**src/rtl/muldiv_sequencer.sv**
```systemverilog
// muldiv_sequencer: multi-cycle RV32M execution unit for the EX stage.
// Runs a 1-bit/cycle shift-add multiplier or restoring divider on operand
// magnitudes, applies the result sign at the end, stalls the pipeline while
// busy and counts completed M-ops. Divide-by-zero and signed overflow skip
// the iterations and complete one cycle after accept.
module muldiv_sequencer #(
    parameter int XLEN  = 32,
    parameter int CNT_W = 16
) (
    input  logic             i_clk,
    input  logic             i_rst,
    input  logic             i_start,
    input  logic [2:0]       i_funct3,
    input  logic [XLEN-1:0]  i_op_a,
    input  logic [XLEN-1:0]  i_op_b,
    input  logic             i_flush,
    output logic             o_busy,
    output logic             o_stall,
    output logic             o_done,
    output logic [XLEN-1:0]  o_result,
    output logic [CNT_W-1:0] o_op_cnt
);

    localparam int CW = $clog2(XLEN);
    localparam logic [CW-1:0] LAST_ITER = CW'(XLEN - 1);
    localparam logic [XLEN-1:0] MIN_NEG = {1'b1, {(XLEN-1){1'b0}}};

    typedef enum logic [1:0] {
        ST_IDLE = 2'b00,
        ST_MUL  = 2'b01,
        ST_DIV  = 2'b10,
        ST_FIN  = 2'b11
    } state_t;

    // Two's complement negation at operand width.
    function automatic logic [XLEN-1:0] neg_x(input logic [XLEN-1:0] v);
        return ~v + XLEN'(1);
    endfunction

    // Two's complement negation at product width.
    function automatic logic [2*XLEN-1:0] neg_2x(input logic [2*XLEN-1:0] v);
        return ~v + (2*XLEN)'(1);
    endfunction

    state_t              state_r, state_next_s;
    logic [1:0]          funct3_r;
    logic [XLEN-1:0]     a_mag_r, b_mag_r;
    logic                neg_r, rem_neg_r;
    logic [CW-1:0]       cnt_r;
    logic [2*XLEN-1:0]   prod_r;
    logic [XLEN-1:0]     result_r;
    logic [CNT_W-1:0]    op_cnt_r;

    logic                a_signed_s, b_signed_s, a_neg_s, b_neg_s;
    logic [XLEN-1:0]     a_mag_s, b_mag_s;
    logic                div_zero_s, div_ovf_s, fast_s, accept_s;
    logic [XLEN-1:0]     fast_result_s;
    state_t              accept_target_s;

    logic [XLEN:0]       mul_sum_s;
    logic [2*XLEN-1:0]   mul_next_s;
    logic [XLEN:0]       div_trial_s;
    logic [2*XLEN-1:0]   div_next_s;
    logic [2*XLEN-1:0]   prod_signed_s;
    logic [XLEN-1:0]     final_result_s;

    // Operand signedness per funct3.
    always_comb begin
        a_signed_s = 1'b0;
        b_signed_s = 1'b0;
        case (i_funct3)
            3'b000, 3'b001, 3'b100, 3'b110: begin
                a_signed_s = 1'b1;
                b_signed_s = 1'b1;
            end
            3'b010: begin
                a_signed_s = 1'b1;
                b_signed_s = 1'b0;
            end
            default: begin
                a_signed_s = 1'b0;
                b_signed_s = 1'b0;
            end
        endcase
    end

    assign a_neg_s    = a_signed_s & i_op_a[XLEN-1];
    assign b_neg_s    = b_signed_s & i_op_b[XLEN-1];
    assign a_mag_s    = a_neg_s ? neg_x(i_op_a) : i_op_a;
    assign b_mag_s    = b_neg_s ? neg_x(i_op_b) : i_op_b;
    assign div_zero_s = i_funct3[2] & (i_op_b == '0);
    assign div_ovf_s  = i_funct3[2] & ~i_funct3[0] & (i_op_a == MIN_NEG) & (i_op_b == '1);
    assign fast_s     = div_zero_s | div_ovf_s;

    // Results for the ops that complete without iterating.
    always_comb begin
        fast_result_s = '0;
        if (div_zero_s) begin
            fast_result_s = i_funct3[1] ? i_op_a : '1;
        end else begin
            fast_result_s = i_funct3[1] ? '0 : i_op_a;
        end
    end

    assign accept_target_s = fast_s ? ST_FIN : (i_funct3[2] ? ST_DIV : ST_MUL);

    // One iteration of each engine; prod_r holds {acc, multiplier} or {rem, dividend/quotient}.
    assign mul_sum_s   = {1'b0, prod_r[2*XLEN-1:XLEN]} + {1'b0, (prod_r[0] ? a_mag_r : '0)};
    assign mul_next_s  = {mul_sum_s, prod_r[XLEN-1:1]};
    assign div_trial_s = prod_r[2*XLEN-1:XLEN-1] - {1'b0, b_mag_r};
    assign div_next_s  = div_trial_s[XLEN] ? {prod_r[2*XLEN-2:0], 1'b0}
                                           : {div_trial_s[XLEN-1:0], prod_r[XLEN-2:0], 1'b1};
    assign prod_signed_s = neg_r ? neg_2x(mul_next_s) : mul_next_s;

    // Signed, word-selected result as of the final iteration.
    always_comb begin
        final_result_s = '0;
        if (state_r == ST_DIV) begin
            if (funct3_r[1]) begin
                final_result_s = rem_neg_r ? neg_x(div_next_s[2*XLEN-1:XLEN]) : div_next_s[2*XLEN-1:XLEN];
            end else begin
                final_result_s = neg_r ? neg_x(div_next_s[XLEN-1:0]) : div_next_s[XLEN-1:0];
            end
        end else begin
            if (funct3_r == 2'b00) begin
                final_result_s = prod_signed_s[XLEN-1:0];
            end else begin
                final_result_s = prod_signed_s[2*XLEN-1:XLEN];
            end
        end
    end

    // Next-state logic; flush always wins over a new request.
    always_comb begin
        state_next_s = state_r;
        accept_s     = 1'b0;
        case (state_r)
            ST_IDLE: begin
                if (i_start && !i_flush) begin
                    accept_s     = 1'b1;
                    state_next_s = accept_target_s;
                end else begin
                    state_next_s = ST_IDLE;
                end
            end
            ST_MUL, ST_DIV: begin
                if (i_flush) begin
                    state_next_s = ST_IDLE;
                end else if (cnt_r == LAST_ITER) begin
                    state_next_s = ST_FIN;
                end else begin
                    state_next_s = state_r;
                end
            end
            ST_FIN: begin
                if (i_flush) begin
                    state_next_s = ST_IDLE;
                end else if (i_start) begin
                    accept_s     = 1'b1;
                    state_next_s = accept_target_s;
                end else begin
                    state_next_s = ST_IDLE;
                end
            end
            default: begin
                state_next_s = ST_IDLE;
            end
        endcase
    end

    // State register.
    always_ff @(posedge i_clk or posedge i_rst) begin
        if (i_rst) begin
            state_r <= ST_IDLE;
        end else begin
            state_r <= state_next_s;
        end
    end

    // Operand capture, iteration and result write on entry to FIN.
    always_ff @(posedge i_clk or posedge i_rst) begin
        if (i_rst) begin
            funct3_r  <= 2'b00;
            a_mag_r   <= '0;
            b_mag_r   <= '0;
            neg_r     <= 1'b0;
            rem_neg_r <= 1'b0;
            cnt_r     <= '0;
            prod_r    <= '0;
            result_r  <= '0;
        end else if (accept_s) begin
            funct3_r  <= i_funct3[1:0];
            a_mag_r   <= a_mag_s;
            b_mag_r   <= b_mag_s;
            neg_r     <= a_neg_s ^ b_neg_s;
            rem_neg_r <= a_neg_s;
            cnt_r     <= '0;
            prod_r    <= i_funct3[2] ? {{XLEN{1'b0}}, a_mag_s} : {{XLEN{1'b0}}, b_mag_s};
            if (fast_s) begin
                result_r <= fast_result_s;
            end
        end else if ((state_r == ST_MUL || state_r == ST_DIV) && !i_flush) begin
            prod_r <= (state_r == ST_DIV) ? div_next_s : mul_next_s;
            cnt_r  <= cnt_r + CW'(1);
            if (cnt_r == LAST_ITER) begin
                result_r <= final_result_s;
            end
        end
    end

    // Completed-op counter; every cycle in FIN is one completed op.
    always_ff @(posedge i_clk or posedge i_rst) begin
        if (i_rst) begin
            op_cnt_r <= '0;
        end else if (state_r == ST_FIN) begin
            op_cnt_r <= op_cnt_r + CNT_W'(1);
        end
    end

    assign o_busy   = (state_r == ST_MUL) || (state_r == ST_DIV);
    assign o_done   = (state_r == ST_FIN);
    assign o_stall  = (i_start && (state_r == ST_IDLE) && !i_flush) || o_busy;
    assign o_result = result_r;
    assign o_op_cnt = op_cnt_r;

endmodule
```
**config.mk**
```make
export PLATFORM = sky130hd
export DESIGN_NAME = muldiv_sequencer
export DESIGN_NICKNAME = d
export VERILOG_FILES = /design/src/rtl/muldiv_sequencer.sv
export SDC_FILE = /design/constraint.sdc
export NUM_CORES = 1
export LEC_CHECK = 0
export CELL_PAD_IN_SITES_DETAIL_PLACEMENT = 1
export CELL_PAD_IN_SITES_GLOBAL_PLACEMENT = 1
export CORE_ASPECT_RATIO = 1.75
export CORE_MARGIN = 2
export CORE_UTILIZATION = 46
export CTS_CLUSTER_SIZE = 16
export DETAILED_ROUTE_END_ITERATION = 6
export GPL_TIMING_DRIVEN = 0
export PLACE_DENSITY_LB_ADDON = 0.1
export SYNTH_ARGS = -nofsm -noshare
export SYNTH_HDL_FRONTEND = slang
export SYNTH_SLANG_ARGS = --single-unit
```
**constraint.sdc**
```tcl
create_clock -name i_clk -period 7.2 [get_ports i_clk]
set_input_delay 0.72 -clock i_clk [delete_from_list [all_inputs] [get_ports i_clk]]
set_output_delay 0.72 -clock i_clk [all_outputs]
set_load 0.02 [all_outputs]
```
==> impl_metrics.csv <==
group,metric,value,unit
grt,antenna_found_initial,11,
grt,grt_usage,0.501,
timing,finalSetupViolations,0,
outcome,violations,"capacitance limit, slew limit",
timing,fin_crit_sh,0.977,
cts,h-tree-depth,4,
logic_synthesis,syn_inst,2542,
cells_and_area,final_cell_mix,"289 x nand2_1, 243 x o21ai_0, 195 x nor2_1, 187 x dfrtp_1, 174 x a21oi_1",
cells_and_area,layout_commonest_cell,"nand2_1",
outcome,run_status,"finished with violations",
placement,place_congestion,1.07,
route,viasPerCell,7.00,
placement,placement.io_buffers,119,
logic_synthesis,ys_seq_elements,187,
logic_synthesis,synth_edf_count,0,
worst_setup_path,required,7.57,ns
power,p_leak,8.80,nW
die,core_area,41500,um2
timing,setup_slack,0.169,ns
worst_setup_path,endpoint_kind,"flip-flop",
placement,hpwl,85400,um
cells_and_area,seqCellArea,4680,um2
worst_setup_path,crit_path_frequent_cell,"inv_1",
route,drc,0,
route,postRouteAntennaNets,0,
worst_hold_path,hold_class,"reg -> reg",
die,ios,122,
power,powerDensity,592,nW/um2
timing,fmax,142,MHz
cts,clk_latency,0.50,ns
cts,tritoncts,"yes",
cts,cts_root_buf,"clkbuf_16",
power,vdd_drop_max,0.292,mV
grt,grt_pass1_wl,157000,um
cts,cts.path.max_buffers,2,
worst_setup_path,cp.arrival,7.40,ns
route,first_pass_iters,6,
timing,rsz0062_at_grt,"no",
worst_setup_path,crit_chain,"inv_1 -> ha_1 -> inv_1 -> fa_1 -> a211oi_1 -> o211ai_1 -> nand4_1 -> a21oi_1 -> o21a_1 -> nor2_1 -> inv_1 -> clkbuf_1 -> buf_1 -> a21oi_1 -> ha_1 -> o21ai_0 -> nor4_2 -> a41oi_1 -> o31ai_2 -> xor2_1 -> a211oi_1 -> o31ai_1",
worst_setup_path,r2r_slack,0.17,ns
cts,clock_sinks,187,
timing,worst_slew_pin_slew,1.61,ns
cells_and_area,drive_gt1_frac,0.0531,
placement,dp.cells,3217,
die,die_w,159,um
placement,post-place-ws,0.204,ns
logic_synthesis,syn_avg_cell_area,7.57,um2
route,wl_per_cell,33.3,um
timing,finClkSkew,0.0236,ns
route,wirelength,108000,um
cts,numCtsBuffers,17,
route,vias,22800,
worst_setup_path,cp_max_fo,10,
worst_setup_path,critPathLaunchType,"flip-flop",
cells_and_area,area_growth,13.5,%
route,drt_iter0_markers,2153,
die,rows,99,
grt,grt_max_degree,112,
timing,finalHoldViolCount,0,
logic_synthesis,yosysSeqAreaShare,0.243,
grt,grt_overflow,0,
timing,max-slew-margin-rel,-0.0842,
cells_and_area,nFillCells,5269,
timing,final.setup.tns,0,ns
cts,postCtsSetupBuffers,0,
logic_synthesis,synth_warnings,0,
worst_setup_path,crit_path_top_delay_cell,"dfrtp_1",
run,max_cap_viol_count,1,
worst_setup_path,cp_num_buf_inv,5,
logic_synthesis,syn_area,19200,um2
worst_setup_path,cpLargestDelayFamily,"compound AO/OA/AOI/OAI gates",
worst_setup_path,cpPeakStageDelay,0.51,ns
timing,fin_crit,7.03,ns
logic_synthesis,synthArstFlopShare,1.00,
timing,maxSlewViolCount,2,
die,fp.dieH,275,um
timing,hold_ws,0.487,ns
cells_and_area,final_cells,3254,
logic_synthesis,yosysUniqueCellTypes,105,
logic_synthesis,synthFlopType,"dfrtp_1",
die,initial_utilization,0.464,
die,dieArea,43600,um2
logic_synthesis,synth_nets,2692,
worst_setup_path,worstSetupPathType,"reg -> reg",
cells_and_area,nNetsFinal,2832,
cts,clk_pin_slew,0.08,ns
grt,grt_pass1_vias,23700,
cells_and_area,multi_input_area,13400,um2
[worst paths after layout]
path                                         start                        to  depth (start not counted)
setup reg to reg            prod_r[31]$_DFFE_PP0P_  o_result[24]$_DFFE_PP0P_                         22
max in group asynchronous                    i_rst     prod_r[3]$_DFFE_PP0P_                          3
setup / recovery            prod_r[31]$_DFFE_PP0P_  o_result[24]$_DFFE_PP0P_                         22
hold / removal             a_mag_r[28]$_DFFE_PP0P_   a_mag_r[28]$_DFFE_PP0P_                          2
min in group asynchronous                    i_rst  o_op_cnt[13]$_DFFE_PP0P_                          2
hold reg to reg            a_mag_r[28]$_DFFE_PP0P_   a_mag_r[28]$_DFFE_PP0P_                          2
[Yosys cell counts (all sizes together) (39+ instances only)]
| master | number | area (um2) |
|---|---|---|
| nand2 | 289 | 1080 |
| o21ai | 255 | 1280 |
| nor2 | 197 | 744 |
| dfrtp | 187 | 4680 |
| a21oi | 175 | 880 |
| clkbuf | 152 | 726 |
| xnor2 | 132 | 1160 |
| nand3 | 110 | 556 |
| xor2 | 94 | 823 |
| inv | 89 | 334 |
| mux2i | 81 | 811 |
| ha | 77 | 963 |
| nor3 | 68 | 345 |
| and2 | 41 | 257 |
| a211oi | 40 | 310 |
| nand4 | 40 | 265 |
| o31ai | 39 | 293 |
[worst min-delay path, delay by kind of cell, from the launching register on]
kind / cells / cell delay (ns)
flip-flops: 1 / 0.34
AND/OR/NAND/NOR: 1 / 0.05
AO/OA/AOI/OAI: 1 / 0.06
[repair_timing]
item	4_1_cts	5_1_grt
resized for setup	0	5
hold buffers	0	0
hold endpoints to repair	0	0
endpoints found under the setup margin	0	4
[cell families after synthesis]
family | count (synthesis) | share of synthesized area
adder cells (fa/ha/maj) | 99 | 0.0625
flip-flops | 187 | 0.243
XOR/XNOR | 226 | 0.103
AO/OA/AOI/OAI | 755 | 0.248
multiplexers | 88 | 0.0468
AND/OR/NAND/NOR | 914 | 0.232
buffers and inverters | 273 | 0.0648
[routing by layer]
layer  up-vias  share of wire  GRT usage
met2      1458           0.45      0.790
met3       754          0.091      0.153
met1     11100           0.32      0.505
li1       9485              -          -
met5         -        0.00040    0.00907
met4         8           0.13      0.515
[per-stage QoR]
step           utilization  instance area, um2  power [W]
2_1_floorplan            -               19200    0.00752
3_3_place_gp         0.509               21100     0.0108
3_5_place_dp         0.510               21200     0.0110
4_1_cts              0.525               21800     0.0121
5_1_grt              0.526               21800     0.0133
6_report             0.526               21800     0.0129
[area by class of cell]
class / instances / area share
repair buffers: 121 / 0.0561
clock inverters: 14 / 0.00791
flip-flops and latches: 187 / 0.214
diodes: 4 / 0.000458
well taps: 555 / 0.0318
plain buffers: 184 / 0.0418
multi-input cells: 2082 / 0.612
clock buffers: 18 / 0.0201
inverters: 89 / 0.0156
[flip-flops by register name, summed over array words and instances (netlist names), 2 cells and up]
register and flops:
prod_r 64, a_mag_r 32, b_mag_r 32, o_result 32
o_op_cnt 16, cnt_r 5, funct3_r 2, state_r 2
[report_power, final]
group | leakage [nW] | internal (W) | switching (W)
logic | 6.05 | 0.00293 | 0.00703
clock network | 0.297 | 0.000481 | 0.000556
registers | 2.45 | 0.00140 | 0.000552
total | 8.80 | 0.00481 | 0.00813
Power figures use the tool's default switching activity.
